`src/rtl/mem_wb_reg_pkg.sv`:
```
// Shared types and defaults for the MEM/WB pipeline register.
package mem_wb_reg_pkg;

  localparam int unsigned DefaultDataW   = 16;
  localparam int unsigned DefaultRegW    = 3;
  localparam int unsigned DefaultTimeout = 64;
  localparam int unsigned DefaultCntW    = 16;

  typedef enum logic {
    StIdle = 1'b0,
    StBusy = 1'b1
  } mem_wb_state_e;

  // Writeback control bits carried alongside an instruction parked on a miss.
  typedef struct packed {
    logic reg_write;
    logic mem_to_reg;
    logic halt;
  } wb_ctrl_t;

endpackage

```
`src/rtl/sat_counter.sv`:
```
// Up-counter that sticks at all-ones instead of wrapping.
module sat_counter #(
  parameter int unsigned CNT_W = 16
) (
  input  logic             clk,
  input  logic             rst,
  input  logic             inc,
  output logic [CNT_W-1:0] count
);

  logic [CNT_W-1:0] count_q, count_d;

  always_comb begin
    count_d = count_q;
    if (inc && (count_q != '1)) begin
      count_d = count_q + CNT_W'(1);
    end
  end

  always_ff @(posedge clk or posedge rst) begin
    if (rst) begin
      count_q <= '0;
    end else begin
      count_q <= count_d;
    end
  end

  assign count = count_q;

endmodule

```
`src/rtl/mem_wb_reg.sv`:
```
// MEM/WB pipeline register: parks an instruction across a cache miss, inserts
// bubbles into writeback meanwhile, and keeps access/hit statistics.
module mem_wb_reg
  import mem_wb_reg_pkg::*;
#(
  parameter int unsigned DATA_W  = DefaultDataW,
  parameter int unsigned REG_W   = DefaultRegW,
  parameter int unsigned TIMEOUT = DefaultTimeout,
  parameter int unsigned CNT_W   = DefaultCntW
) (
  input  logic              clk,
  input  logic              rst,
  input  logic              valid_in,
  input  logic              MemRead,
  input  logic              MemWrite,
  input  logic [DATA_W-1:0] ALU_result,
  input  logic [DATA_W-1:0] read_data_out,
  input  logic              Done,
  input  logic              CacheHit,
  input  logic              RegWrite_in,
  input  logic              MemToReg_in,
  input  logic [REG_W-1:0]  WriteReg_in,
  input  logic              halt_in,
  output logic              valid_out,
  output logic [DATA_W-1:0] wb_data,
  output logic              RegWrite_out,
  output logic [REG_W-1:0]  WriteReg_out,
  output logic              halt_out,
  output logic              mem_stall,
  output logic              timeout_err,
  output logic [CNT_W-1:0]  access_cnt,
  output logic [CNT_W-1:0]  hit_cnt
);

  localparam int unsigned WaitW = $clog2(TIMEOUT + 1);
  localparam logic [WaitW-1:0] WaitMax = WaitW'(TIMEOUT);

  mem_wb_state_e state_q, state_d;

  wb_ctrl_t          hold_ctrl_q, hold_ctrl_d;
  logic [REG_W-1:0]  hold_wreg_q, hold_wreg_d;
  logic [DATA_W-1:0] hold_alu_q, hold_alu_d;

  logic [WaitW-1:0]  wait_cnt_q, wait_cnt_d;
  logic              timeout_q, timeout_d;

  logic              valid_q, valid_d;
  logic [DATA_W-1:0] wb_data_q, wb_data_d;
  logic              reg_write_q, reg_write_d;
  logic [REG_W-1:0]  write_reg_q, write_reg_d;
  logic              halt_q, halt_d;

  logic memop;
  logic done_accept;
  logic hit_inc;

  assign memop = valid_in & (MemRead | MemWrite);

  always_comb begin
    state_d     = state_q;
    hold_ctrl_d = hold_ctrl_q;
    hold_wreg_d = hold_wreg_q;
    hold_alu_d  = hold_alu_q;
    wait_cnt_d  = wait_cnt_q;
    timeout_d   = timeout_q;
    valid_d     = 1'b0;
    wb_data_d   = wb_data_q;
    reg_write_d = 1'b0;
    write_reg_d = write_reg_q;
    halt_d      = 1'b0;
    done_accept = 1'b0;
    mem_stall   = 1'b0;

    unique case (state_q)
      StIdle: begin
        if (valid_in && !memop) begin
          valid_d     = 1'b1;
          wb_data_d   = ALU_result;
          reg_write_d = RegWrite_in;
          write_reg_d = WriteReg_in;
          halt_d      = halt_in;
        end else if (memop && Done) begin
          valid_d     = 1'b1;
          wb_data_d   = MemToReg_in ? read_data_out : ALU_result;
          reg_write_d = RegWrite_in;
          write_reg_d = WriteReg_in;
          halt_d      = halt_in;
          done_accept = 1'b1;
        end else if (memop) begin
          // Miss: snapshot everything now, upstream inputs are ignored until Done.
          state_d                = StBusy;
          hold_ctrl_d.reg_write  = RegWrite_in;
          hold_ctrl_d.mem_to_reg = MemToReg_in;
          hold_ctrl_d.halt       = halt_in;
          hold_wreg_d            = WriteReg_in;
          hold_alu_d             = ALU_result;
          wait_cnt_d             = '0;
          mem_stall              = 1'b1;
        end
      end

      StBusy: begin
        if (Done) begin
          state_d     = StIdle;
          valid_d     = 1'b1;
          wb_data_d   = hold_ctrl_q.mem_to_reg ? read_data_out : hold_alu_q;
          reg_write_d = hold_ctrl_q.reg_write;
          write_reg_d = hold_wreg_q;
          halt_d      = hold_ctrl_q.halt;
          wait_cnt_d  = '0;
          done_accept = 1'b1;
        end else begin
          mem_stall = 1'b1;
          if (wait_cnt_q != WaitMax) begin
            wait_cnt_d = wait_cnt_q + WaitW'(1);
          end
          if (wait_cnt_d == WaitMax) begin
            timeout_d = 1'b1;
          end
        end
      end

      default: state_d = StIdle;
    endcase
  end

  assign hit_inc = done_accept & CacheHit;

  always_ff @(posedge clk or posedge rst) begin
    if (rst) begin
      state_q     <= StIdle;
      hold_ctrl_q <= '0;
      hold_wreg_q <= '0;
      hold_alu_q  <= '0;
      wait_cnt_q  <= '0;
      timeout_q   <= 1'b0;
      valid_q     <= 1'b0;
      wb_data_q   <= '0;
      reg_write_q <= 1'b0;
      write_reg_q <= '0;
      halt_q      <= 1'b0;
    end else begin
      state_q     <= state_d;
      hold_ctrl_q <= hold_ctrl_d;
      hold_wreg_q <= hold_wreg_d;
      hold_alu_q  <= hold_alu_d;
      wait_cnt_q  <= wait_cnt_d;
      timeout_q   <= timeout_d;
      valid_q     <= valid_d;
      wb_data_q   <= wb_data_d;
      reg_write_q <= reg_write_d;
      write_reg_q <= write_reg_d;
      halt_q      <= halt_d;
    end
  end

  sat_counter #(
    .CNT_W (CNT_W)
  ) u_access_cnt (
    .clk   (clk),
    .rst   (rst),
    .inc   (done_accept),
    .count (access_cnt)
  );

  sat_counter #(
    .CNT_W (CNT_W)
  ) u_hit_cnt (
    .clk   (clk),
    .rst   (rst),
    .inc   (hit_inc),
    .count (hit_cnt)
  );

  assign valid_out    = valid_q;
  assign wb_data      = wb_data_q;
  assign RegWrite_out = reg_write_q & valid_q;
  assign WriteReg_out = write_reg_q;
  assign halt_out     = halt_q & valid_q;
  assign timeout_err  = timeout_q;

endmodule

```
`config.mk`:
```
export PLATFORM = sky130hd
export DESIGN_NAME = mem_wb_reg
export DESIGN_NICKNAME = d
export VERILOG_FILES = /design/src/rtl/mem_wb_reg_pkg.sv /design/src/rtl/sat_counter.sv /design/src/rtl/mem_wb_reg.sv
export SDC_FILE = /design/constraint.sdc
export NUM_CORES = 1
export LEC_CHECK = 0
export BUFFER_PORTS_ARGS = -buffer_cell sky130_fd_sc_hd__clkbuf_2
export CAP_MARGIN = 0
export CORE_UTILIZATION = 45
export DETAILED_ROUTE_END_ITERATION = 7
export PLACE_DENSITY = 0.68
export SYNTH_ARGS = -nofsm -noshare
export SYNTH_HDL_FRONTEND = slang
export SYNTH_HIERARCHICAL = 1
export SYNTH_SLANG_ARGS = --single-unit
```
`constraint.sdc`:
```
create_clock -name clk -period 6.5 [get_ports clk]
set_input_delay 1.3 -clock clk [delete_from_list [all_inputs] [get_ports clk]]
set_output_delay 1.3 -clock clk [all_outputs]
set_load 0.05 [all_outputs]
```
==> results.yml <==
status:
  outcome: "finished clean"
clock_network:
  clockBufferDepth: 2
  cts.sinks: 85
  cts-hold-fix-buffers: 0
  cts-buffers-inserted: 9
  cts_setup_buffers: 0
  cts-resized-gates: 0
  root_buffer: "clkbuf_8"
  insertion_delay_ps: 350
  htree_levels: 3
  path_clk_slew_ps: 100
  cts_tree: "yes"
synth:
  synth-async-reset-ratio_pct: 100
  netlist.area_leader.share_pct: 48.2
  yosysUniqueCellTypes: 48
  yosysMostFrequentCell: "dfrtp_1"
  synth.top_cells.by_count: "dfrtp_1 (85), nand2_1 (69), mux2_2 (26)"
  syn_nets: 471
  synth-edff-count: 0
  synth_ff_type: "dfrtp_1"
  ys_ff_latch: 85
  synthCells: 422
  ys_warn_count: 6
  ys_seq_area_share_pct: 48.2
  syn_area_sq_um: 4410
  syn_area_per_cell_sq_um: 10.5
  synth_top_area_cell: "dfrtp_1"
  synth_area_leaders: "dfrtp_1 (48%), mux2_2 (6.6%), nand2_1 (5.9%)"
floorplanning:
  rows: 35
  die-area_sq_um: 10200
  die_w_um: 101
  initial_utilization_pct: 47.1
  die_y_um: 101
  coreArea_sq_um: 9370
  ios: 101
worst_setup_path:
  crit_family: "buffers and inverters"
  worstPathCellList: "clkbuf_2, o21a_1, nor2_1, nor2_1, clkbuf_2"
  slowest_stage: "clkbuf_2"
  cp.arrival_ps: 2120
  cp_num_buf_inv: 2
  worstPathRequired_ps: 5200
  endpoint_kind: "primary output"
  critPathKind: "in2out"
  critPathMaxStageDelay_ps: 300
  critPathMaxFanout: 5
  setup.worst_path.start_class: "input port"
layout:
  layout-area-overhead-vs-synth_pct: 17.8
  fin_util_pct: 55.4
  multiInputGateArea_sq_um: 2180
  finalInstanceArea_sq_um: 5200
  nNetsFinal: 569
  n_antenna_cell: 0
  seq_area_sq_um: 2130
  fillers: 867
  stdcell_count: 654
  layout-drive-gt1-share_pct: 31.8
sta:
  slew_viol_final: 0
  finalSetupViolCount: 0
  fin_skew_ps: 11.0
  worstMarginPinSlew_ps: 956
  fmax_ghz: 0.293
  finalCriticalPeriod_ps: 3420
  finalSetupTns_ps: 0
  fin_crit_sh_pct: 52.6
  rsz0062_at_grt: "false"
  whs_ps: 489
  finalHoldViolations: 0
  slew-limit-headroom_pct: 36.3
routing:
  drt_iter0_markers: 133
  routed_wirelength_um: 9830
  ant_nets: 0
  vias: 3524
  wl_per_cell_um: 15.0
  drc: 0
  routed_via_density: 5.39
  dr.pass1.iters: 4
global_route:
  grt.overflow.total: 0
  grt_pass1_wl_um: 16100
  grt_max_degree: 54
  first_global_vias: 3312
  grt.total_usage_pct: 20.4
  antenna_found_initial: 0
place:
  post_dp_cell_area_sq_um: 5020
  placed_cells: 638
  dp_hpwl_um: 6760
  gp_congestion: 0.840
  portBuffers: 100
power:
  leakagePower_nw: 2.50
  cellPowerDensity_nw_per_um2: 310
  peakVddDrop_uv: 249
run:
  maxCapViolCount: 0
hold_path:
  hp-class: "reg2reg"
-- worst reg2reg max path: stages (launching register included) --
cell and delay (ps):
dfrtp_1 330, buf_4 400, nor2_1 130, nor2_1 470, and2_1 330, and4_1 290
nand3_1 130, nor2_1 130, mux2_2 330
-- logic make-up (layout without fill, tap and decap cells) --
group,Yosys count,in the layout,share of synthesized area [%]
and+or+nand+nor,170,170,21.7
DFF,85,85,48.2
AOI/OAI and AO/OA,67,67,9.93
muxes,47,47,11.4
xor gates and xnor gates,25,25,4.96
buffers and inverters,24,127,2.64
adders and majority gates,4,4,1.13
-- worst paths after layout --
| check | start | end | slack [ps] | depth (start not counted) |
|---|---|---|---|---|
| max | valid_in | mem_stall | 3080 | 5 |
| min | wb_data[11]$_DFFE_PP0P_ | wb_data[11]$_DFFE_PP0P_ | 490 | 2 |
| max reg2reg | state_q$_DFF_PP0_ | u_hit_cnt/count[14]$_DFFE_PP0P_ | 3870 | 8 |
| min reg2reg | wb_data[11]$_DFFE_PP0P_ | wb_data[11]$_DFFE_PP0P_ | 490 | 2 |
| max in group asynchronous | rst | wait_cnt_q[5]$_DFFE_PP0P_ | 4910 | 3 |
| min in group asynchronous | rst | u_hit_cnt/count[11]$_DFFE_PP0P_ | 1020 | 2 |
-- per-stage QoR --
| step | power, mW | worst slack, ps |
|---|---|---|
| 2_1_floorplan | 1.13 | 3020 |
| 3_3_place_gp | 1.26 | 3120 |
| 3_5_place_dp | 1.28 | 3040 |
| 4_1_cts | 1.62 | 3080 |
| 5_1_grt | 1.70 | 2970 |
| 6_report | 1.61 | 3080 |
-- area by class of cell --
class / count / share of cell area (%)
Timing Repair Buffer: 104 / 10.2
Clock inverter: 6 / 0.915
Clock buffer: 10 / 2.46
Tap cell: 129 / 3.11
Inverter: 7 / 0.506
Sequential cell: 85 / 40.9
Multi-Input combinational cell: 313 / 41.9
-- layout by cell type, fill, tap and decap left out, types with 4 or more instances in the layout --
| cell | n |
|---|---|
| a211oi_1 | 17 |
| a21oi_1 | 11 |
| and2_1 | 6 |
| and3_1 | 24 |
| and4_1 | 6 |
| buf_4 | 4 |
| clkbuf_2 | 100 |
| clkbuf_8 | 9 |
| clkinvlp_4 | 4 |
| dfrtp_1 | 85 |
| ha_1 | 4 |
| inv_1 | 5 |
| mux2_2 | 26 |
| mux2i_1 | 21 |
| nand2_1 | 69 |
| nand2b_1 | 4 |
| nand3_1 | 17 |
| nand4_1 | 10 |
| nor2_1 | 10 |
| o21ai_0 | 14 |
| o21ai_1 | 10 |
| xnor2_1 | 24 |
-- registers in the layout, indices dropped and copies added, names as in the netlist, 3 cells and up --
signal / count
wait_cnt_q: 7
WriteReg_out: 3
hold_wreg_q: 3
u_access_cnt/count: 16
u_hit_cnt/count: 16
hold_alu_q: 16
hold_ctrl_q: 3
wb_data: 16
-- per-layer routing --
layer / track usage [%] / up-vias / wire length (um)
li1: - / 1716 / -
met1: 28.3 / 1699 / 4670
met2: 31.6 / 98 / 4430
met3: 4.37 / 11 / 591
met4: 7.36 / 0 / 141
met5: 0 / - / 0
-- where the power goes --
group,internal (mW),switching [mW],leakage (nW)
Combinational,0.171,0.369,1.34
Sequential,0.623,0.102,1.08
Clock,0.142,0.204,0.0755
Power figures use the tool's default switching activity.
